$ cat src/rtl/hilo_muldiv_if.sv
// hilo_muldiv_if: pipeline <-> HI/LO mul/div unit bundle.
//   master (pipeline EX stage): drives start/op/Adata/Bdata/mthi/mtlo,
//                               observes busy/done/hi/lo.
//   slave  (hilo_muldiv):       the reverse.
interface hilo_muldiv_if #(parameter int WIDTH = 32);
  logic             start;
  logic [1:0]       op;
  logic [WIDTH-1:0] Adata;
  logic [WIDTH-1:0] Bdata;
  logic             mthi;
  logic             mtlo;
  logic             busy;
  logic             done;
  logic [WIDTH-1:0] hi;
  logic [WIDTH-1:0] lo;

  modport master (output start, op, Adata, Bdata, mthi, mtlo,
                  input  busy, done, hi, lo);
  modport slave  (input  start, op, Adata, Bdata, mthi, mtlo,
                  output busy, done, hi, lo);
endinterface

$ cat src/rtl/hilo_muldiv.sv
// hilo_muldiv: iterative MULT/MULTU/DIV/DIVU unit owning the HI/LO registers.
//   clk, rst : clock, asynchronous active-high reset
//   bus      : slave side of hilo_muldiv_if
//              start/op/Adata/Bdata launch an op (IDLE only),
//              mthi/mtlo write Adata into HI/LO (IDLE only, start wins),
//              busy high while an op is in flight, done pulses after the
//              HI/LO result write, hi/lo are the architectural registers.
// Operands are reduced to magnitudes at launch; 32 shift-add or restoring
// divide iterations follow, then one FIX cycle applies the signs.
module hilo_muldiv #(
  parameter int WIDTH = 32
) (
  input  logic           clk,
  input  logic           rst,
  hilo_muldiv_if.slave   bus
);
  localparam int W  = WIDTH;
  localparam int CW = $clog2(W);

  typedef enum logic [1:0] {IDLE, CALC, FIX} state_e;

  state_e          state_q, state_d;
  logic [CW-1:0]   cnt_q,   cnt_d;
  logic            div_q,   div_d;    // op[1]: divide vs multiply
  logic            sa_q,    sa_d;     // operand signs, only set for signed ops
  logic            sb_q,    sb_d;
  logic [W-1:0]    araw_q,  araw_d;   // raw dividend for the divide-by-zero HI
  logic [W-1:0]    a_q,     a_d;      // multiplicand / dividend magnitude
  logic [W-1:0]    b_q,     b_d;      // divisor magnitude
  logic [2*W-1:0]  prod_q,  prod_d;   // {partial product, remaining multiplier}
  logic [W-1:0]    rem_q,   rem_d;    // partial remainder
  logic [W-1:0]    quo_q,   quo_d;    // dividend bits shift out, quotient bits in
  logic [W-1:0]    hi_q,    hi_d;
  logic [W-1:0]    lo_q,    lo_d;
  logic            done_q,  done_d;

  logic            a_neg, b_neg;
  logic [W:0]      sum;     // shift-add carry fits in one extra bit
  logic [W:0]      trial;   // 33-bit partial remainder for this step
  logic [2*W-1:0]  prod_fix;

  // Sign of an operand matters only for the signed ops (op[0] == 0).
  assign a_neg = ~bus.op[0] & bus.Adata[W-1];
  assign b_neg = ~bus.op[0] & bus.Bdata[W-1];

  assign sum      = {1'b0, prod_q[2*W-1:W]} + (prod_q[0] ? {1'b0, a_q} : '0);
  assign trial    = {rem_q, quo_q[W-1]};
  assign prod_fix = (sa_q ^ sb_q) ? -prod_q : prod_q;

  always_comb begin
    state_d = state_q;
    cnt_d   = cnt_q;
    div_d   = div_q;
    sa_d    = sa_q;
    sb_d    = sb_q;
    araw_d  = araw_q;
    a_d     = a_q;
    b_d     = b_q;
    prod_d  = prod_q;
    rem_d   = rem_q;
    quo_d   = quo_q;
    hi_d    = hi_q;
    lo_d    = lo_q;
    done_d  = 1'b0;
    unique case (state_q)
      IDLE: begin
        if (bus.start) begin
          div_d   = bus.op[1];
          sa_d    = a_neg;
          sb_d    = b_neg;
          araw_d  = bus.Adata;
          a_d     = a_neg ? -bus.Adata : bus.Adata;
          b_d     = b_neg ? -bus.Bdata : bus.Bdata;
          prod_d  = {{W{1'b0}}, (b_neg ? -bus.Bdata : bus.Bdata)};
          rem_d   = '0;
          quo_d   = a_neg ? -bus.Adata : bus.Adata;
          cnt_d   = '0;
          state_d = CALC;
        end else begin
          if (bus.mthi) hi_d = bus.Adata;
          if (bus.mtlo) lo_d = bus.Adata;
        end
      end
      CALC: begin
        if (div_q) begin
          // Restoring step: the remainder stays below the divisor, so the
          // subtracted result always fits back into W bits.
          if (trial >= {1'b0, b_q}) begin
            rem_d = W'(trial - {1'b0, b_q});
            quo_d = {quo_q[W-2:0], 1'b1};
          end else begin
            rem_d = trial[W-1:0];
            quo_d = {quo_q[W-2:0], 1'b0};
          end
        end else begin
          prod_d = {sum, prod_q[W-1:1]};
        end
        cnt_d = cnt_q + 1'b1;
        if (cnt_q == CW'(W-1)) state_d = FIX;
      end
      FIX: begin
        if (!div_q) begin
          hi_d = prod_fix[2*W-1:W];
          lo_d = prod_fix[W-1:0];
        end else if (b_q == '0) begin
          hi_d = araw_q;
          lo_d = '1;
        end else begin
          // Quotient sign from the operand signs, remainder from the dividend.
          lo_d = (sa_q ^ sb_q) ? -quo_q : quo_q;
          hi_d = sa_q ? -rem_q : rem_q;
        end
        done_d  = 1'b1;
        state_d = IDLE;
      end
      default: state_d = IDLE;
    endcase
  end

  always_ff @(posedge clk or posedge rst) begin
    if (rst) begin
      state_q <= IDLE;
      cnt_q   <= '0;
      div_q   <= 1'b0;
      sa_q    <= 1'b0;
      sb_q    <= 1'b0;
      araw_q  <= '0;
      a_q     <= '0;
      b_q     <= '0;
      prod_q  <= '0;
      rem_q   <= '0;
      quo_q   <= '0;
      hi_q    <= '0;
      lo_q    <= '0;
      done_q  <= 1'b0;
    end else begin
      state_q <= state_d;
      cnt_q   <= cnt_d;
      div_q   <= div_d;
      sa_q    <= sa_d;
      sb_q    <= sb_d;
      araw_q  <= araw_d;
      a_q     <= a_d;
      b_q     <= b_d;
      prod_q  <= prod_d;
      rem_q   <= rem_d;
      quo_q   <= quo_d;
      hi_q    <= hi_d;
      lo_q    <= lo_d;
      done_q  <= done_d;
    end
  end

  assign bus.busy = (state_q != IDLE);
  assign bus.done = done_q;
  assign bus.hi   = hi_q;
  assign bus.lo   = lo_q;
endmodule
$ cat src/flat_wrapper.sv
// flat-port wrapper written by rule: the top's interface ports become plain ports
module hilo_muldiv_flat 
#(
  parameter int WIDTH = 32
)
  (clk, rst, bus_start, bus_op, bus_Adata, bus_Bdata, bus_mthi, bus_mtlo, bus_busy, bus_done, bus_hi, bus_lo);
  hilo_muldiv_if #(.WIDTH(WIDTH)) bus_i ();
  input  logic clk;
  input  logic rst;
  input wire logic [$bits(bus_i.start)-1:0] bus_start;
  input wire logic [$bits(bus_i.op)-1:0] bus_op;
  input wire logic [$bits(bus_i.Adata)-1:0] bus_Adata;
  input wire logic [$bits(bus_i.Bdata)-1:0] bus_Bdata;
  input wire logic [$bits(bus_i.mthi)-1:0] bus_mthi;
  input wire logic [$bits(bus_i.mtlo)-1:0] bus_mtlo;
  output wire logic [$bits(bus_i.busy)-1:0] bus_busy;
  output wire logic [$bits(bus_i.done)-1:0] bus_done;
  output wire logic [$bits(bus_i.hi)-1:0] bus_hi;
  output wire logic [$bits(bus_i.lo)-1:0] bus_lo;
  assign bus_i.start = bus_start;
  assign bus_i.op = bus_op;
  assign bus_i.Adata = bus_Adata;
  assign bus_i.Bdata = bus_Bdata;
  assign bus_i.mthi = bus_mthi;
  assign bus_i.mtlo = bus_mtlo;
  assign bus_busy = bus_i.busy;
  assign bus_done = bus_i.done;
  assign bus_hi = bus_i.hi;
  assign bus_lo = bus_i.lo;
  hilo_muldiv #(.WIDTH(WIDTH)) u_core (.clk(clk), .rst(rst), .bus(bus_i));
endmodule
$ cat config.mk
export PLATFORM = sky130hd
export DESIGN_NAME = hilo_muldiv_flat
export DESIGN_NICKNAME = d
export VERILOG_FILES = /design/src/rtl/hilo_muldiv_if.sv /design/src/rtl/hilo_muldiv.sv /design/src/flat_wrapper.sv
export SDC_FILE = /design/constraint.sdc
export NUM_CORES = 1
export LEC_CHECK = 0
export ABC_AREA = 1
export CAP_MARGIN = 20
export CORE_ASPECT_RATIO = 1.4
export CORE_MARGIN = 4
export CORE_UTILIZATION = 42
export CTS_BUF_LIST = sky130_fd_sc_hd__clkbuf_8
export CTS_CLUSTER_SIZE = 14
export DETAILED_ROUTE_END_ITERATION = 7
export PLACE_DENSITY = 0.68
export SYNTH_ARGS = -nofsm -noshare
export SYNTH_HDL_FRONTEND = slang
export SYNTH_SLANG_ARGS = --single-unit
$ cat constraint.sdc
create_clock -name clk -period 14.3 [get_ports clk]
set_input_delay 4.29 -clock clk [delete_from_list [all_inputs] [get_ports clk]]
set_output_delay 4.29 -clock clk [all_outputs]
set_load 0.02 [all_outputs]
==> reports/results.ini <==
[layout]
nets = 3951
fillers = 5917
final-seq-area_sq_um = 7457
final_cell_area_sq_um = 26750
multi_input_area_sq_um = 14030
area_growth_syn_to_layout_pct = 12.62
drive_gt1_share_pct = 5.768

[sta]
hold-worst-slack_ns = 0.4840
max_freq_mhz = 147.0
slew-limit-headroom_pct = 28.68
worstMarginPinSlew_ns = 1.059
setup_violations = 0
hold_viol = 0
skew_ns = 0.03354
rsz0062_at_grt = false
fin_ws_ns = 7.498
fin_crit_ns = 6.802
finalSetupTns_ns = 0
min_period_over_period_pct = 47.56
finalMaxSlewViolations = 0

[clock_network]
cts_hold_buf = 0
ctsResizeCount = 0
cts.sinks = 298
cts_tree = yes
clk_pin_slew_ns = 0.07
postCtsSetupBuffers = 0
htree_levels = 2
cts_buffer_depth = 3
cts_root_buf = clkbuf_8
cts-buffers-inserted = 51
worstSkewPairLatency_ns = 0.65

[die]
start_util_pct = 42.68
core_sq_um = 55640
dieArea_sq_um = 60470
dieWidth_um = 209.0
fp.dieH_um = 289.4
fp-row-count = 102
ios = 137

[route]
first_pass_iters = 8
ant_nets = 0
drt_iter0_drc = 2451
drc = 0
via_per_inst = 5.642
wire_per_inst_um = 22.97
wl_um = 105100
vias = 25829

[global_route]
grt_max_degree = 152
grt_usage_pct = 33.77
grt_remaining_overflow = 0
antenna_found_initial = 4
grt_pass1_vias = 25191
grt_pass1_wl_um = 155500

[pwr]
seqPwrFrac_pct = 23.0
switchingPower_mw = 4.100
power.total_mw = 7.354
power_frac_comb_pct = 64.7
clock_power_share_pct = 12.3
peakVddDrop_v = 0.0001989
p_leak_nw = 12.89
switching_share_pct = 55.75
p_per_area_nw_per_um2 = 274.9
p_int_mw = 3.254

[critical_path]
worstPathMaxFanout = 151
cp-end-kind = flop
critPathLaunchType = input port
crit_chain = clkdlybuf4s50_1 -> inv_1 -> nor2_4 -> buf_12 -> inv_2 -> buf_4 -> o211ai_1 -> buf_4 -> inv_2 -> nor2_1 -> a21oi_1
cp_slowest_cell = clkdlybuf4s50_1
worstPathRequired_ns = 14.83
critPathKind = input port to flop
critical_path_arrival_ns = 7.34
max_stage_delay_ns = 0.45

[synthesis]
ys_top_cells_by_count = nand2_1, nor2_1, inv_1
synth-simple-area-share_pct = 36.39
synth_warnings = 0
yosys.cell_types.count = 56
syn-num-nets = 3874
synthAdderAreaFrac_pct = 3.909
netlist_area_sq_um = 23750
synth_top_area_share_pct = 31.40
postSynth.asyncResetShare_pct = 100.0
synthCells = 3730
synth_seq_cells = 298
synth_xor_area_share_pct = 3.430
syn_avg_cell_area_sq_um = 6.367
synth_seq_area_share_pct = 31.40
synthTopCellsByArea = dfrtp_1, nand2_1, nor2_1
yosysMostFrequentCell = nand2_1
synthMuxAreaShare_pct = 0
synth_edf_count = 0
synth-compound-area-share_pct = 15.29
synth_top_family_by_area = simple AND/OR/NAND/NOR gates
synthFlopType = dfrtp_1
yosysTopAreaCell = dfrtp_1

[place]
detailed_place_hpwl_um = 82180
finalWeightedCongestion = 1.073
place_area_sq_um = 25560
pre_cts_slack_ns = 6.940
io_buffers = 136

[hold_path]
hp-class = flop to flop

[run]
maxCapViolations = 0

[outcome]
outcome = finished clean

==> cells by family (layout without fill, tap and decap cells) <==
group | after synthesis | in the layout
buf+inv | 563 | 682
flops | 298 | 298
other cells | 0 | 1
fa+ha+maj | 73 | 73
simple gates | 2029 | 2029
xor+xnor | 93 | 93
compound gates | 674 | 674
==> final timing paths <==
check	cells past startpoint	slack [ns]	endpoint	start
max	11	7.50	u_core.bus.hi[18]	bus_start
min	2	0.48	u_core.bus.lo[9]	u_core.bus.lo[9]
max reg2reg	11	9.75	u_core.bus.lo[31]	u_core.sa_q
min reg2reg	2	0.48	u_core.bus.lo[9]	u_core.bus.lo[9]
max in group asynchronous	4	7.81	u_core.b_q[4]	rst
min in group asynchronous	2	4.16	u_core.prod_q[52]	rst
==> registers in the layout (all words and copies together) (netlist names) <==
| register | count |
|---|---|
| u_core.a_q | 32 |
| u_core.araw_q | 31 |
| u_core.b_q | 32 |
| u_core.bus.done | 1 |
| u_core.bus.hi | 32 |
| u_core.bus.lo | 32 |
| u_core.cnt_q | 5 |
| u_core.div_q | 1 |
| u_core.prod_q | 64 |
| u_core.quo_q | 32 |
| u_core.rem_q | 32 |
| u_core.sa_q | 1 |
| u_core.sb_q | 1 |
| u_core.state_q | 2 |
==> layout by cell type, fill, tap and decap left out, types with 6 or more instances in the layout <==
cell type        instances
inv_1                  411
xnor2_1                 16
o211ai_1                32
nor2_2                  20
nor3_1                  22
clkinv_2                11
nor2_1                 477
o22ai_1                 14
nand3_1                343
dfrtp_1                298
ha_1                    71
nor2_4                   7
inv_2                   21
o21ai_0                280
a31oi_1                 27
a21oi_1                249
buf_4                   24
nand4_1                 47
clkdlybuf4s50_1        136
clkbuf_8                65
o21ai_1                 33
nand3b_1                24
nand2_1               1024
nand2_2                 36
a21o_1                   6
o21bai_1                 8
xor2_1                  77
==> routing by layer <==
metal | wire length [um] | vias up | global-route usage (%)
li1 | - | 12269 | -
met1 | 35940 | 11983 | 35.84
met2 | 50090 | 1153 | 57.60
met3 | 6778 | 422 | 4.918
met4 | 12330 | 2 | 31.29
met5 | 13 | - | 0
==> critical path: cells and delay by family <==
family	cells	cell delay, ns
AO/OA/AOI/OAI	2	0.21
AND/OR/NAND/NOR	2	0.33
buffers and inverters	7	2.28
==> through the flow <==
stage,std cells,util [%]
after global routing,4578,48.07
after CTS,4575,48.01
after floorplan,3730,-
final,4578,48.07
after detailed placement,4480,45.93
after global placement,4480,45.93
==> area by class of cell <==
cell class,count,area share [%]
Clock buffer,65,3.345
Inverter,425,6.002
Antenna cell,1,0.009356
Multi-Input combinational cell,2869,52.46
Sequential cell,298,27.88
Tap cell,728,3.406
Clock inverter,30,0.9824
Timing Repair Buffer,162,5.913
==> power groups by stage <==
| stage | Sequential, mW | Combinational (mW) | Clock [mW] |
|---|---|---|---|
| after floorplan | 1.62 | 3.15 | 0 |
| after global placement | 1.69 | 4.60 | 0 |
| after detailed placement | 1.69 | 4.63 | 0 |
| after CTS | 1.67 | 4.65 | 0.908 |
| after global routing | 1.73 | 5.22 | 0.943 |
| final | 1.69 | 4.76 | 0.903 |
Note: power is estimated with default switching activity, not from simulation.
